`src/rtl/paddle_emu.sv`:
```
// paddle_emu: per-player paddle position latch and per-line countdown for the ay38500NTSC pot inputs.
// Build option: define PADDLE_ACCEL_EN for hold-to-accelerate in digital mode.
module paddle_emu #(
  parameter int unsigned STEP_SLOW    = 5,
  parameter int unsigned STEP_FAST    = 8,
  parameter int unsigned POS_INIT     = 128
`ifdef PADDLE_ACCEL_EN
  ,
  parameter int unsigned ACCEL_FRAMES = 16
`endif
) (
  input  logic        clk_sys,
  input  logic        reset,
  input  logic        hs,
  input  logic        vs,
  input  logic        speed,
  input  logic [1:0]  p1_mode,
  input  logic [1:0]  p2_mode,
  input  logic        p1_inv,
  input  logic        p2_inv,
  input  logic        p1_up,
  input  logic        p1_down,
  input  logic        p2_up,
  input  logic        p2_down,
  input  logic [15:0] p1_analog,
  input  logic [15:0] p2_analog,
  input  logic [7:0]  p1_paddle,
  input  logic [7:0]  p2_paddle,
  output logic        lp_in,
  output logic        rp_in,
  output logic [7:0]  p1_pos,
  output logic [7:0]  p2_pos
);

  typedef enum logic [1:0] {
    MODE_DIGITAL  = 2'd0,
    MODE_ANALOG_Y = 2'd1,
    MODE_ANALOG_X = 2'd2,
    MODE_PADDLE   = 2'd3
  } mode_e;

  localparam logic [7:0] POS_RST = 8'(POS_INIT);

  logic            hs_q, vs_q;
  logic            hs_rise, vs_rise;
  logic [1:0][7:0] pos_q, pos_d;
  logic [1:0][7:0] cap_q, cap_d;

  mode_e            mode [2];
  logic [1:0]       inv, up, dn;
  logic [1:0][15:0] analog;
  logic [1:0][7:0]  paddle;
  logic [7:0]       step_base, step_eff;
  logic [8:0]       sum9, diff9;

`ifdef PADDLE_ACCEL_EN
  localparam logic [4:0] ACC_MAX = 5'(ACCEL_FRAMES);
  logic [1:0][4:0] acc_q, acc_d;
`endif

  assign mode[0]   = mode_e'(p1_mode);
  assign mode[1]   = mode_e'(p2_mode);
  assign inv       = {p2_inv, p1_inv};
  assign up        = {p2_up, p1_up};
  assign dn        = {p2_down, p1_down};
  assign analog    = {p2_analog, p1_analog};
  assign paddle    = {p2_paddle, p1_paddle};
  assign step_base = speed ? 8'(STEP_FAST) : 8'(STEP_SLOW);

  assign hs_rise = hs & ~hs_q;
  assign vs_rise = vs & ~vs_q;

  // A vs rise wins over a coincident hs rise: reload only, no decrement.
  always_comb begin
    // NOTE: every signal gets a default before any branch, so no latch can be inferred.
    pos_d    = pos_q;
    cap_d    = cap_q;
    step_eff = step_base;
    sum9     = '0;
    diff9    = '0;
`ifdef PADDLE_ACCEL_EN
    acc_d    = acc_q;
`endif
    for (int p = 0; p < 2; p++) begin
      if (vs_rise) begin
        step_eff = step_base;
`ifdef PADDLE_ACCEL_EN
        if (acc_q[p] == ACC_MAX) step_eff = step_base << 1;
        if (mode[p] == MODE_DIGITAL && (up[p] ^ dn[p]))
          acc_d[p] = (acc_q[p] == ACC_MAX) ? acc_q[p] : acc_q[p] + 5'd1;
        else
          acc_d[p] = '0;
`endif
        sum9  = {1'b0, pos_q[p]} + {1'b0, step_eff};
        diff9 = {1'b0, pos_q[p]} - {1'b0, step_eff};
        case (mode[p])
          MODE_DIGITAL: begin
            cap_d[p] = pos_q[p] ^ {8{inv[p]}};
            if (dn[p])      pos_d[p] = sum9[8]  ? 8'hFF : sum9[7:0];
            else if (up[p]) pos_d[p] = diff9[8] ? 8'h00 : diff9[7:0];
          end
          MODE_ANALOG_Y: cap_d[p] = {~analog[p][15], analog[p][14:8]} ^ {8{inv[p]}};
          MODE_ANALOG_X: cap_d[p] = {~analog[p][7], analog[p][6:0]} ^ {8{inv[p]}};
          MODE_PADDLE:   cap_d[p] = paddle[p] ^ {8{inv[p]}};
          default:       cap_d[p] = cap_q[p];
        endcase
      end else if (hs_rise && cap_q[p] != 8'd0) begin
        cap_d[p] = cap_q[p] - 8'd1;
      end
    end
  end

  // NOTE: state registers use non-blocking assignments so all flops update together.
  always_ff @(posedge clk_sys or negedge reset) begin
    if (!reset) begin
      hs_q  <= 1'b0;
      vs_q  <= 1'b0;
      pos_q <= {POS_RST, POS_RST};
      cap_q <= '0;
`ifdef PADDLE_ACCEL_EN
      acc_q <= '0;
`endif
    end else begin
      hs_q  <= hs;
      vs_q  <= vs;
      pos_q <= pos_d;
      cap_q <= cap_d;
`ifdef PADDLE_ACCEL_EN
      acc_q <= acc_d;
`endif
    end
  end

  assign lp_in  = (cap_q[0] == 8'd0);
  assign rp_in  = (cap_q[1] == 8'd0);
  assign p1_pos = pos_q[0];
  assign p2_pos = pos_q[1];

endmodule
```
`config.mk`:
```
export PLATFORM = sky130hd
export DESIGN_NAME = paddle_emu
export DESIGN_NICKNAME = d
export VERILOG_FILES = /design/src/rtl/paddle_emu.sv
export SDC_FILE = /design/constraint.sdc
export NUM_CORES = 1
export LEC_CHECK = 0
export ABC_AREA = 1
export CAP_MARGIN = 20
export CELL_PAD_IN_SITES_DETAIL_PLACEMENT = 0
export CELL_PAD_IN_SITES_GLOBAL_PLACEMENT = 2
export CORE_MARGIN = 2
export CORE_UTILIZATION = 28
export DETAILED_ROUTE_END_ITERATION = 6
export PLACE_DENSITY_LB_ADDON = 0.1
export SLEW_MARGIN = 0
export SYNTH_ARGS = -nofsm -noshare
export SYNTH_HDL_FRONTEND = slang
export SYNTH_SLANG_ARGS = --single-unit
```
`constraint.sdc`:
```
create_clock -name clk_sys -period 2.6 [get_ports clk_sys]
set_input_delay 0.78 -clock clk_sys [delete_from_list [all_inputs] [get_ports clk_sys]]
set_output_delay 0.78 -clock clk_sys [all_outputs]
set_load 0.03 [all_outputs]
```
Word level (Yosys, flattened, before mapping)
Cells that the tools add are included.
{ "word_totals": {"reg_bits": 34, "output_inout_bits": 18, "word_cells": 63} }
{ "classes": {"n_bitwise": 16, "eq_ne": 6, "add_sub_neg": 6, "muxes": 15, "n_reduce_logical": 14} }
{ "ops": {"columns": ["operator", "n"], "rows": [
  ["two-way mux 8 bit", 12],
  ["case mux 8 bit (4 select lines)", 2],
  ["bitwise XOR 8 bit", 8],
  ["adder 8 x 4 -> 9 bit", 2],
  ["subtractor 8 x 4 -> 9 bit", 2],
  ["zero test 8 bit", 2],
  ["nonzero test 8 bit", 2],
  ["subtractor 8 x 1 -> 8 bit, second input constant", 2],
  ["== test 2 bit, second input constant", 4],
  ["nonzero test 2 bit", 4],
  ["NOT 1 bit", 6],
  ["AND reduction 3 bit", 2],
  ["== test 2 x 1 -> 1 bit, second input constant", 2],
  ["zero test 2 bit", 2],
  ["two-way mux 4 bit", 1],
  ["bitwise AND 1 bit", 2],
  ["logical AND 1 bit", 2]
]} }

Longest topological paths before layout
{ "depth": {"word_depth": 5, "mapped_depth": 13} }

Worst setup path after synthesis
OpenSTA, ideal clock, no wires.
{ "synth_path": {"kind": "input -> register", "start": "input speed", "end": "register pos_q, in the netlist p1_pos[1]", "path_slack_ns": 0.489, "stages": 12, "path_buffers": 1, "arrival_time_ns": 2.034, "setup_time_ns": 0.076, "required_time_ns": 2.524, "cell_sequence": "inv_1 -> ha_1 -> clkbuf_2 -> inv_1 -> nand3_1 -> nand2_1 -> nor2_2 -> nor2_4 -> nand2_1 -> o21ai_0 -> nand2_1 -> o21ai_1"} }
{ "synth_via": {"elab_chain_cells": 5, "word_cells_on_any_way": 7} }
{ "synth_rtl": {"columns": ["item", "line_no", "source"], "rows": [
  ["start, declared", "16", "input logic speed,"],
  ["two-way mux 4 bit *", "68", "assign step_base = speed ? 8'(STEP_FAST) : 8'(STEP_SLOW);"],
  ["subtractor 8 x 4 -> 9 bit", "95", "diff9 = {1'b0, pos_q[p]} - {1'b0, step_eff};"],
  ["two-way mux 8 bit (2 in a row)", "100", "else if (up[p]) pos_d[p] = diff9[8] ? 8'h00 : diff9[7:0];"],
  ["two-way mux 8 bit *", "99", "if (dn[p]) pos_d[p] = sum9[8] ? 8'hFF : sum9[7:0];"],
  ["end signal, assigned", "118", "pos_q <= {POS_RST, POS_RST};"],
  ["end signal, assigned", "126", "pos_q <= pos_d;"],
  ["end, declared", "46", "logic [1:0][7:0] pos_q, pos_d;"]
]} }
Every way passes the cells marked *; elsewhere a longest branch is shown, timed or not. The select of a mux whose other input is x is not followed.
A chain may end at the register's enable or synchronous reset.

Worst setup path in the final report
{ "layout_path": {"start": "register cap_q[0] (netlist bit)", "end": "output lp_in"} }
{ "layout_via": {"elab_chain_cells": 1} }
{ "layout_rtl": {"columns": ["item", "line_no", "source"], "rows": [
  ["start, declared", "47", "logic [1:0][7:0] cap_q, cap_d;"],
  ["start signal, assigned", "127", "cap_q <= cap_d;"],
  ["zero test 8 bit", "134", "assign lp_in = (cap_q[0] == 8'd0);"],
  ["end, declared", "29", "output logic lp_in,"]
]} }
Every way passes these cells.

==> impl_metrics.toml <==
[grt]
antenna_found_initial = 0
grt_pass1_wl_um = 20780
grt_max_degree = 24
track_usage = 0.1810
grt_pass1_vias = 4118
overflow = 0

[logic_synthesis]
yosysSeqAreaShare = 0.2307
ys_async_sr_fraction = 1.000
synth_cells = 627
synth-main-ff-cell = "dfrtp_1"
synth.cell_area_um2 = 3699
netlist-cell-type-count = 34
synth_nets = 708
synth_seq_cells = 34
yosysWarnings = 0
synth_area_per_cell_um2 = 5.899
synth-edff-count = 0

[critical_path]
worstSetupPathType = "register to output port"
worst_ep_required_time_ps = 1820
arrival_ps = 1660
critPathLaunchType = "register"
worstPathMaxFanout = 4
end_kind = "output port"
reg2reg_depth = 11
reg2reg_to = "p2_pos[3]"
r2r-start = "p2_pos[0]"
rrSetupSlack_ps = 750

[clocking]
cts_setup_buffers = 0
clockBufferDepth = 2
clk_pin_slew_ps = 50
cts_root_buf = "clkbuf_16"
numCtsBuffers = 5
htreeDepth = 2
cts_tree = "done"
cts-resized-gates = 2
cts.sinks = 34
ctsHoldBuffers = 0
clkLatencyLatePin_ps = 280

[floorplanning]
die_area_um2 = 14140
fp.dieH_um = 118.9
io-pin-count = 81
coreArea_um2 = 12770
rows = 41
start_util = 0.2895
die_w_um = 118.9

[routing]
totalWireLength_um = 12380
vias = 4221
drc_errors = 0
via_per_inst = 4.649
drtIter0Drc = 217
wl_per_cell_um = 13.64
ant_nets = 0
firstDrtPassIters = 5

[sta]
rsz0062_at_grt = "false"
finalSetupViolCount = 0
post-route-min-period_ps = 2439
slew_headroom = 0.5875
fin_crit_sh = 0.9382
setup_tns_ps = 0
fmax_ghz = 0.4099
drv_slew = 0
holdWs_ps = 499.2
hold_violations = 0
tightest_slew_ps = 618.8
clock-skew-final_ps = 4.528

[final_layout]
nFillCells = 1381
fin_cells = 908
regArea_um2 = 853.3
layout_common_cells = "231 x nand2_1, 93 x nand3_1, 77 x clkdlybuf4s50_1"
num_antenna_cells = 0
drive_gt1_frac = 0.1087
mostFrequentLayoutCell = "nand2_1"
final_area_um2 = 5045
nets = 817
multi_input_area_um2 = 2481
area_growth_pct = 36.40

[hold_path]
hold_class = "register to register"
whs_path_depth = 2
hold_end = "cap_q[0]"
min_from = "cap_q[0]"

[power]
p_leak_nw = 2.518
irDropWorstVdd_uv = 426.5
p_per_area_nw_per_um2 = 785.8

[place]
place_area_um2 = 4892
dp_cells = 901
io_buffers = 80
place_congestion = 0.8685
dp_hpwl_um = 10120

[status]
status = "completed"

[run]
cap_viol_max_count = 0
[sequential cells by signal, summed over array words and instances, names as in the netlist]
name    cells
p2_pos      8
hs_q        1
cap_q      16
p1_pos      8
vs_q        1
[synth_stat cells (2+ instances only)]
| cell type | instances | area (um^2) |
|---|---|---|
| nor2_4 | 8 | 90.09 |
| nor3_2 | 2 | 20.02 |
| xnor2_1 | 3 | 26.28 |
| nand2_1 | 231 | 867.1 |
| dfstp_2 | 2 | 52.55 |
| dfrtp_1 | 32 | 800.8 |
| a21oi_1 | 18 | 90.09 |
| inv_2 | 11 | 41.29 |
| nand4_1 | 12 | 75.07 |
| buf_4 | 4 | 30.03 |
| buf_2 | 6 | 30.03 |
| ha_1 | 18 | 225.2 |
| o211ai_1 | 3 | 22.52 |
| o21ai_1 | 3 | 15.01 |
| nand3_1 | 93 | 465.5 |
| inv_1 | 67 | 251.5 |
| nor2_1 | 53 | 198.9 |
| o21ai_0 | 29 | 145.1 |
| nand2_2 | 3 | 18.77 |
| xor2_1 | 10 | 87.58 |
| nand3b_1 | 2 | 15.01 |
| nor2_2 | 5 | 31.28 |
[final cells by class]
class,instances,share of cell area
Multi-Input combinational cell,501,0.4918
Sequential cell,34,0.1691
Inverter,79,0.05878
Timing Repair Buffer,115,0.2093
Clock buffer,7,0.02827
Tap cell,172,0.04266
[where the power goes]
| group | leakage (nW) | switching [mW] | total (mW) | internal, mW |
|---|---|---|---|---|
| logic | 2.04 | 1.40 | 2.41 | 1.00 |
| registers | 0.408 | 0.254 | 0.944 | 0.690 |
| clock network | 0.0700 | 0.235 | 0.612 | 0.377 |
| total | 2.52 | 1.89 | 3.96 | 2.07 |
[layer usage]
layer	GRT usage	up-vias	share of wire
li1	-	2221	-
met1	0.2551	1927	0.51
met2	0.2935	67	0.46
met3	0.03017	6	0.027
met4	0.03199	0	0.0049
met5	0	-	0
[worst max path at each step]
stage / startpoint / endpoint / cells after the start
6_report: cap_q[0] / lp_in / 5
2_1_floorplan: speed / p1_pos[1] / 12
3_5_place_dp: speed / p2_pos[3] / 12
3_3_place_gp: speed / p1_pos[5] / 12
5_1_grt: cap_q[0] / lp_in / 5
4_1_cts: speed / p2_pos[3] / 12
[kinds of logic (layout without fill, tap and decap cells)]
kind of cell | count (synthesis) | in the layout | synth area share
simple gates | 413 | 413 | 0.4919
buf+inv | 92 | 201 | 0.1018
xor+xnor | 13 | 13 | 0.03079
compound gates | 57 | 57 | 0.08390
fa+ha+maj | 18 | 18 | 0.06089
flops | 34 | 34 | 0.2307
[metrics by stage]
| stage | util | setup slack, ps | power (mW) |
|---|---|---|---|
| after floorplan | - | 489.5 | 2.434 |
| after global placement | 0.3830 | -110.3 | 3.356 |
| after detailed placement | 0.3830 | -157.2 | 3.346 |
| after CTS | 0.3940 | 140.5 | 3.992 |
| after global routing | 0.3949 | 39.93 | 4.350 |
| final | 0.3949 | 160.6 | 3.964 |
[worst max-delay path, cell delays in order (launching register included)]
cell	delay [ps]
dfrtp_1	370
inv_1	120
ha_1	220
nand2_1	110
nor2_2	130
dlygate4sd2_1	410
Note: power is estimated with default switching activity, not from simulation.
